**src/rtl/if_id_pipe_stage.sv**
```systemverilog
// rtl/if_id_pipe_stage.sv - elastic IF/ID stage with 2-entry skid buffer and flush
// Optional stall counter on output port stall_cnt when IFID_STALL_CNT_EN is defined.
module if_id_pipe_stage #(
  parameter int INST_W = 32,
  parameter int PC_W   = 32,
  parameter int CNT_W  = 16
) (
  input  logic              clk,
  input  logic              rst,
  input  logic              in_valid,
  output logic              in_ready,
  input  logic [INST_W-1:0] in_inst,
  input  logic [PC_W-1:0]   in_pc4,
  output logic              out_valid,
  input  logic              out_ready,
  output logic [INST_W-1:0] out_inst,
  output logic [PC_W-1:0]   out_pc4,
  input  logic              flush
`ifdef IFID_STALL_CNT_EN
  ,
  output logic [CNT_W-1:0]  stall_cnt
`endif
);

  typedef enum logic [1:0] {
    ST_EMPTY = 2'b00,
    ST_ONE   = 2'b01,
    ST_FULL  = 2'b10
  } state_t;

  state_t              state_q, state_d;
  logic                in_ready_q, in_ready_d;
  logic                out_valid_q, out_valid_d;
  logic [INST_W-1:0]   main_inst_q, main_inst_d;
  logic [PC_W-1:0]     main_pc4_q, main_pc4_d;
  logic [INST_W-1:0]   skid_inst_q, skid_inst_d;
  logic [PC_W-1:0]     skid_pc4_q, skid_pc4_d;
  logic                in_fire;
  logic                out_fire;

  if (CNT_W < 1) begin : g_cnt_w_check
    $error("CNT_W must be at least 1");
  end

  assign in_fire  = in_valid & in_ready_q;
  assign out_fire = out_valid_q & out_ready;

  always_comb begin
    state_d     = state_q;
    main_inst_d = main_inst_q;
    main_pc4_d  = main_pc4_q;
    skid_inst_d = skid_inst_q;
    skid_pc4_d  = skid_pc4_q;
    case (state_q)
      ST_EMPTY: begin
        if (in_fire) begin
          state_d     = ST_ONE;
          main_inst_d = in_inst;
          main_pc4_d  = in_pc4;
        end
      end
      ST_ONE: begin
        if (in_fire && out_fire) begin
          main_inst_d = in_inst;
          main_pc4_d  = in_pc4;
        end else if (in_fire) begin
          state_d     = ST_FULL;
          skid_inst_d = in_inst;
          skid_pc4_d  = in_pc4;
        end else if (out_fire) begin
          state_d = ST_EMPTY;
        end
      end
      ST_FULL: begin
        // Skid entry is always the younger one, so it moves up behind main.
        if (out_fire) begin
          state_d     = ST_ONE;
          main_inst_d = skid_inst_q;
          main_pc4_d  = skid_pc4_q;
        end
      end
      default: state_d = ST_EMPTY;
    endcase
    if (flush) begin
      state_d     = ST_EMPTY;
      main_inst_d = main_inst_q;
      main_pc4_d  = main_pc4_q;
      skid_inst_d = skid_inst_q;
      skid_pc4_d  = skid_pc4_q;
    end
    // Handshake flags are flopped copies of the next-state decode.
    out_valid_d = (state_d != ST_EMPTY);
    in_ready_d  = (state_d != ST_FULL);
  end

  always_ff @(posedge clk or negedge rst) begin
    if (!rst) begin
      state_q     <= ST_EMPTY;
      in_ready_q  <= 1'b1;
      out_valid_q <= 1'b0;
      main_inst_q <= '0;
      main_pc4_q  <= '0;
      skid_inst_q <= '0;
      skid_pc4_q  <= '0;
    end else begin
      state_q     <= state_d;
      in_ready_q  <= in_ready_d;
      out_valid_q <= out_valid_d;
      main_inst_q <= main_inst_d;
      main_pc4_q  <= main_pc4_d;
      skid_inst_q <= skid_inst_d;
      skid_pc4_q  <= skid_pc4_d;
    end
  end

  assign in_ready  = in_ready_q;
  assign out_valid = out_valid_q;
  assign out_inst  = main_inst_q;
  assign out_pc4   = main_pc4_q;

`ifdef IFID_STALL_CNT_EN
  logic [CNT_W-1:0] stall_cnt_q, stall_cnt_d;

  // Counts upstream wait cycles caused by a full buffer; flush leaves it alone.
  always_comb begin
    stall_cnt_d = stall_cnt_q;
    if ((state_q == ST_FULL) && in_valid && (stall_cnt_q != {CNT_W{1'b1}})) begin
      stall_cnt_d = stall_cnt_q + CNT_W'(1);
    end
  end

  always_ff @(posedge clk or negedge rst) begin
    if (!rst) begin
      stall_cnt_q <= '0;
    end else begin
      stall_cnt_q <= stall_cnt_d;
    end
  end

  assign stall_cnt = stall_cnt_q;
`endif

endmodule

```
**config.mk**
```make
export PLATFORM = sky130hd
export DESIGN_NAME = if_id_pipe_stage
export DESIGN_NICKNAME = d
export VERILOG_FILES = /design/src/rtl/if_id_pipe_stage.sv
export SDC_FILE = /design/constraint.sdc
export NUM_CORES = 1
export LEC_CHECK = 0
export ABC_AREA = 1
export ABC_CLOCK_PERIOD_IN_PS = 1900
export CAP_MARGIN = 20
export CORE_MARGIN = 2
export CORE_UTILIZATION = 50
export DETAILED_ROUTE_END_ITERATION = 6
export DONT_BUFFER_PORTS = 1
export MAX_ROUTING_LAYER = met4
export SLEW_MARGIN = 5
export SYNTH_ARGS = -nofsm -noshare
export SYNTH_HDL_FRONTEND = slang
export SYNTH_SLANG_ARGS = --single-unit
```
**constraint.sdc**
```tcl
create_clock -name clk -period 1.9 [get_ports clk]
set_clock_uncertainty 0.1 [all_clocks]
set_input_delay 0.57 -clock clk [delete_from_list [all_inputs] [get_ports clk]]
set_output_delay 0.57 -clock clk [all_outputs]
set_load 0.01 [all_outputs]
```
# Yosys cells after proc, flatten, opt, wreduce, memory -nomap -nowiden
# Cells that the tools add are included.
[op_classes]
n_addsub = 0
n_lt_le_gt_ge = 0
muxes = 15
n_div = 0
multipliers = 0
shifts = 0
eq_ne = 6
n_bitwise = 4
reduce_logical = 6
[op_table]
columns = ["op", "n"]
rows = [
  ["32-bit two-way mux", 6],
  ["32-bit one-hot mux with 3 select lines", 2],
  ["2-bit two-way mux", 6],
  ["2-bit != test, second input constant", 4],
  ["2-bit one-hot mux with 3 select lines", 1],
  ["5-bit AND reduction", 1],
  ["4-bit AND reduction", 1],
  ["3-bit nonzero test", 1],
  ["1-bit AND", 2],
  ["2-bit by 1-bit == test with 1-bit output, second input constant", 1],
  ["2-bit == test, second input constant", 1],
  ["2-bit logical NOT", 1],
  ["1-bit NOT", 2],
  ["2-bit nonzero test", 1],
  ["1-bit logical AND", 1],
]
[totals]
inputBits = 69
n_memories = 0
latchBits = 0
mem_bits_ro = 0
ramBits = 0
register_bits = 132

# Depth between registers and ports, before layout
[logic_depth]
depth_word = 7
ltp_mapped = 8
depth_no_buf = 7

# Worst setup path after synthesis
# OpenSTA, ideal clock, no wires.
[synth_path]
kind = "input-to-reg"
start = "input out_ready"
end = "register skid_inst_q[10]"
setup_ps = 66
setup_slack_ps = 393
cell_stages = 5
path_buffers = 2
arrival_time_ps = 1341
cell_sequence = "a21oi_1 buf_2 buf_1 nand3_1 nand2_1"
[synth_between]
elab_chain_cells = 4
[synth_lines]
columns = ["element", "line_no", "rtl"]
rows = [
  ["start: declaration", "15", "input logic out_ready,"],
  ["1-bit AND", "46", "assign out_fire = out_valid_q & out_ready;"],
  ["1-bit logical AND", "63", "if (in_fire && out_fire) begin"],
  ["1-bit NOT (no source line)", "n/a", ""],
  ["4-bit AND reduction (no source line)", "n/a", ""],
  ["end signal: assignment", "111", "skid_inst_q <= skid_inst_d;"],
  ["end: declaration", "36", "logic [INST_W-1:0] skid_inst_q, skid_inst_d;"],
]
# No other way between the ends.
# A chain may end at the register's enable or synchronous reset.

# Worst setup path in the final report
[layout_path]
start = "register in_ready_q, in the netlist in_ready"
end = "register out_valid_q, in the netlist out_valid"
[layout_between]
elab_chain_cells = 6
elab_cells_between_ends = 8
[layout_lines]
columns = ["element", "line_no", "rtl"]
rows = [
  ["start: declaration", "32", "logic in_ready_q, in_ready_d;"],
  ["start signal: assignment", "107", "in_ready_q <= in_ready_d;"],
  ["1-bit AND (*)", "45", "assign in_fire = in_valid & in_ready_q;"],
  ["2-bit two-way mux / 1-bit logical AND (equally long branches)", "66, 63", ""],
  ["2-bit two-way mux", "63", ""],
  ["2-bit one-hot mux with 3 select lines (*)", "54", "case (state_q)"],
  ["2-bit two-way mux (*)", "84", "if (flush) begin"],
  ["2-bit nonzero test (*)", "92", "out_valid_d = (state_d != ST_EMPTY);"],
  ["named net out_valid_d", "33", "logic out_valid_q, out_valid_d;"],
  ["end signal: assignment", "108", "out_valid_q <= out_valid_d;"],
  ["end: declaration", "33", ""],
]
# Mark *: on every way through the listed nets, which the timed path passes. The rest lies on a longest branch.

==> metrics list <==
- Transition time at the pin with the least slew margin: 0.593 ns
- After the first detailed-routing iteration, the DRC count stood at approximately 320.
* Proportion of power drawn by combinational gates: 0.154
* Cell Count Post-Placement: between 800 and 900
- Detailed Routing Iterations Pass 1: 7
- When the netlist entered floorplanning its net count stood at between 800 and 900.
- Final hold analysis gives a worst-case slack of -0.242 ns.
- For this block, the via count after detailed routing is ~4500.
- Starting density of the core: 0.509
- Overall Global Routing Usage: 0.227
- Setup repair after global routing left no endpoint under its margin.
- The placed instances occupy a cell area of 5950 µm².
- Number of failing setup endpoints in the final timing report: 0
- TritonCTS created 17 clock buffers.
* Setup slack after layout: roughly 0.18 ns
* Minimum clock period: ~1.7 ns
- In this run the number of H-tree levels came out at 4.
* Clock-pin slew of the registers on the worst-case setup and hold paths: roughly 0.050 ns
- The flow ran to the end, but the final reports show violations.
* CTS root buffer: sky130_fd_sc_hd__clkbuf_16
- Measured in cells, the most critical reg-to-reg path has a length of 5.
- Number of pins exceeding their max-slew limit in the final report: 0
- After detailed routing, the number of remaining DRC violations is 0.
- Static timing analysis puts the maximum clock frequency at 581 MHz.
- STA classifies the critical path endpoint as a register.
* CTS Sinks: 132
- Final hold violations: ~130
- Antenna violations before repair: 0
- Of the total power, registers draw 0.514.
- Synthesis Warnings: 0
- The worst hold path belongs to the class in2async.
- Die outline area: 12500 µm²
* Finished Cell Area: 6520 µm²
- Synthesis-stage register bit count: 132
- At the worst endpoint, the required time is ~2.1 ns.
- Layout overhead on the synthesized area: 12.6%
* Global-route wire length before repair: between 20000 and 25000 µm
* Layout cells sized above 1: 0.0662
- The finished layout holds roughly 900 standard cells, fillers aside.
- Across the VDD grid, the largest voltage drop is a little over 0.8 mV.
- Switching power: about 2.9 mW
- Of all nets on the critical path, the largest fanout is 28.
- The via count of the first global-routing pass came to about 4400.
* Routed via count divided by cell count: just over 5
- Dividing the detail-routed wire length by the instance count gives between 10 and 15 µm.
- Total overflow reported by the global router: 0
* Crit Reg-Reg Endpoint: out_valid
- Number of violations of the max-capacitance limit: 0
- The congestion estimate from routability-driven global placement came to ~0.76.
* Setup slack on the worst flop-to-flop path: ~0.18 ns
- In this run the static leakage power is around 3.5 nW.
- Worst rel slew slack: 0.601
- CTS tree: done
- Total inserted antenna cells: 0
* Die height: roughly 110 µm
- Area of the core region: roughly 11000 µm²
- Highest-count cells in the layout ignoring fill and taps: sky130_fd_sc_hd__nand2_1 (411), sky130_fd_sc_hd__dfrtp_1 (131), sky130_fd_sc_hd__o21ai_0 (51)
* Critical R2R Launch: in_ready
* Clock network fraction of total power: 0.332
- In this run the power density over the cells is between 1000 and 1500 nW/µm².
- Area of the mapped netlist: around 5800 µm²
- Tracing the worst setup path back leads to its startpoint at in_ready.
- Final period util: 0.906
- At the placement stage, the worst setup path has a slack of ~0.12 ns.
* Horizontal extent of the die: 112 µm
* Internal power consumption: ~6.6 mW
- about 140 I/O pins were placed.
* Mapped Cells: around 740
- Pin count of the biggest net entering global routing: 133
* Final Routed Wirelength: approximately 13000 µm
- After synthesis, the mean cell area works out to a little under 8 µm².
- Number of distinct library cells after synthesis: 17
- Power, Total: roughly 9.5 mW
- Of the synthesized area, sequential elements account for 0.571.
- In this run the remaining antenna-violating nets after routing total 0.
* Number of rows created at floorplan: 39
- Leaving out fill and tap cells, the most frequent cell in the layout is sky130_fd_sc_hd__nand2_1.
- The setup path with the least slack is of type reg2reg.
- Counting along the longest clock path gives a buffer depth of 2.
- Violated checks: negative hold slack
* Post-Route Utilization: 0.574
- Of the total power, the share spent switching nets is 0.308.
- After routing, the total negative slack on setup checks comes to 0 ns.
* Kind of start point of the critical path: register
* IO Port Bufs: 0
- HPWL after detailed placement: approximately 8000 µm
- Clock latency reported for the late side of the worst-skew pair: 0.41 ns
- In the final design database the tool counted 797 nets.
- For the worst setup path, the data arrival time is approximately 2 ns.
-- per-layer routing --
layer / vias up / global-route usage / part of all wire
li1: 2247 / - / -
met3: 22 / 0.0724 / 0.067
met1: 2056 / 0.277 / 0.43
met5: - / - / 0
met2: 135 / 0.349 / 0.48
met4: 0 / 0.0971 / 0.023
-- final cells by class --
| class | count | area (µm²) |
|---|---|---|
| clock inverter | 3 | 40.0 |
| inverter | 43 | 161 |
| clock buffer | 28 | 537 |
| tap | 143 | 179 |
| multi-input combinational | 521 | 2140 |
| timing repair buffer | 13 | 160 |
| sequential | 132 | 3300 |
| fill | 1090 | 4850 |
-- sequential cells by signal, summed over array words and instances (netlist names) --
register / count
out_pc4: 32
out_valid: 1
skid_pc4_q: 32
in_ready: 1
out_inst: 32
state_q: 2
skid_inst_q: 32
-- synthesized netlist by cell type --
cell,number,area share
sky130_fd_sc_hd__inv_1,41,0.027
sky130_fd_sc_hd__buf_4,12,0.016
sky130_fd_sc_hd__clkbuf_1,14,0.0091
sky130_fd_sc_hd__nand4_2,1,0.0022
sky130_fd_sc_hd__dfstp_2,1,0.0045
sky130_fd_sc_hd__nand2_1,412,0.27
sky130_fd_sc_hd__nor2_2,1,0.0011
sky130_fd_sc_hd__a21oi_1,1,0.00086
sky130_fd_sc_hd__buf_2,14,0.012
sky130_fd_sc_hd__nor2_4,1,0.0019
sky130_fd_sc_hd__nor2_1,1,0.00065
sky130_fd_sc_hd__buf_1,2,0.0013
sky130_fd_sc_hd__dfrtp_1,131,0.57
sky130_fd_sc_hd__o21ai_0,51,0.044
sky130_fd_sc_hd__inv_2,2,0.0013
sky130_fd_sc_hd__o21ai_1,25,0.022
sky130_fd_sc_hd__nand3_1,28,0.024
-- critical path, stage by stage (launching register included) --
cell and delay [ns]:
sky130_fd_sc_hd__dfstp_2 0.55, sky130_fd_sc_hd__nand2_1 0.11, sky130_fd_sc_hd__nor2_2 0.29, sky130_fd_sc_hd__buf_12 0.22, sky130_fd_sc_hd__o21ai_0 0.23, sky130_fd_sc_hd__nand2_1 0.14
-- repair_timing --
item | CTS | global route
setup buffers | 0 | 0
gates resized for setup | 0 | 0
hold endpoints to repair | 132 | 132
-- power by group through the flow --
| stage | Combinational (mW) | Clock [mW] | Sequential (mW) |
|---|---|---|---|
| detailed placement | 1.49 | 0 | 4.93 |
| CTS | 1.50 | 3.20 | 4.90 |
| global placement | 1.42 | 0 | 4.89 |
| finish | 1.46 | 3.15 | 4.88 |
| global route | 1.79 | 3.31 | 5.02 |
| floorplan | 1.20 | 0 | 4.72 |
-- how the worst max path moves through the flow --
stage / to / cells past startpoint
2_1_floorplan: skid_inst_q[10] / 5
3_3_place_gp: out_valid / 5
3_5_place_dp: out_valid / 5
4_1_cts: out_valid / 5
5_1_grt: out_inst[8] / 7
6_report: out_valid / 5
-- cells by family after synthesis --
| logic type | count (synthesis) | share of synthesized area |
|---|---|---|
| buffers and inverters | 85 | 0.0659 |
| AND/OR/NAND/NOR | 444 | 0.297 |
| AO/OA/AOI/OAI | 77 | 0.0665 |
| flip-flops | 132 | 0.571 |
Note: power is estimated with default switching activity, not from simulation.
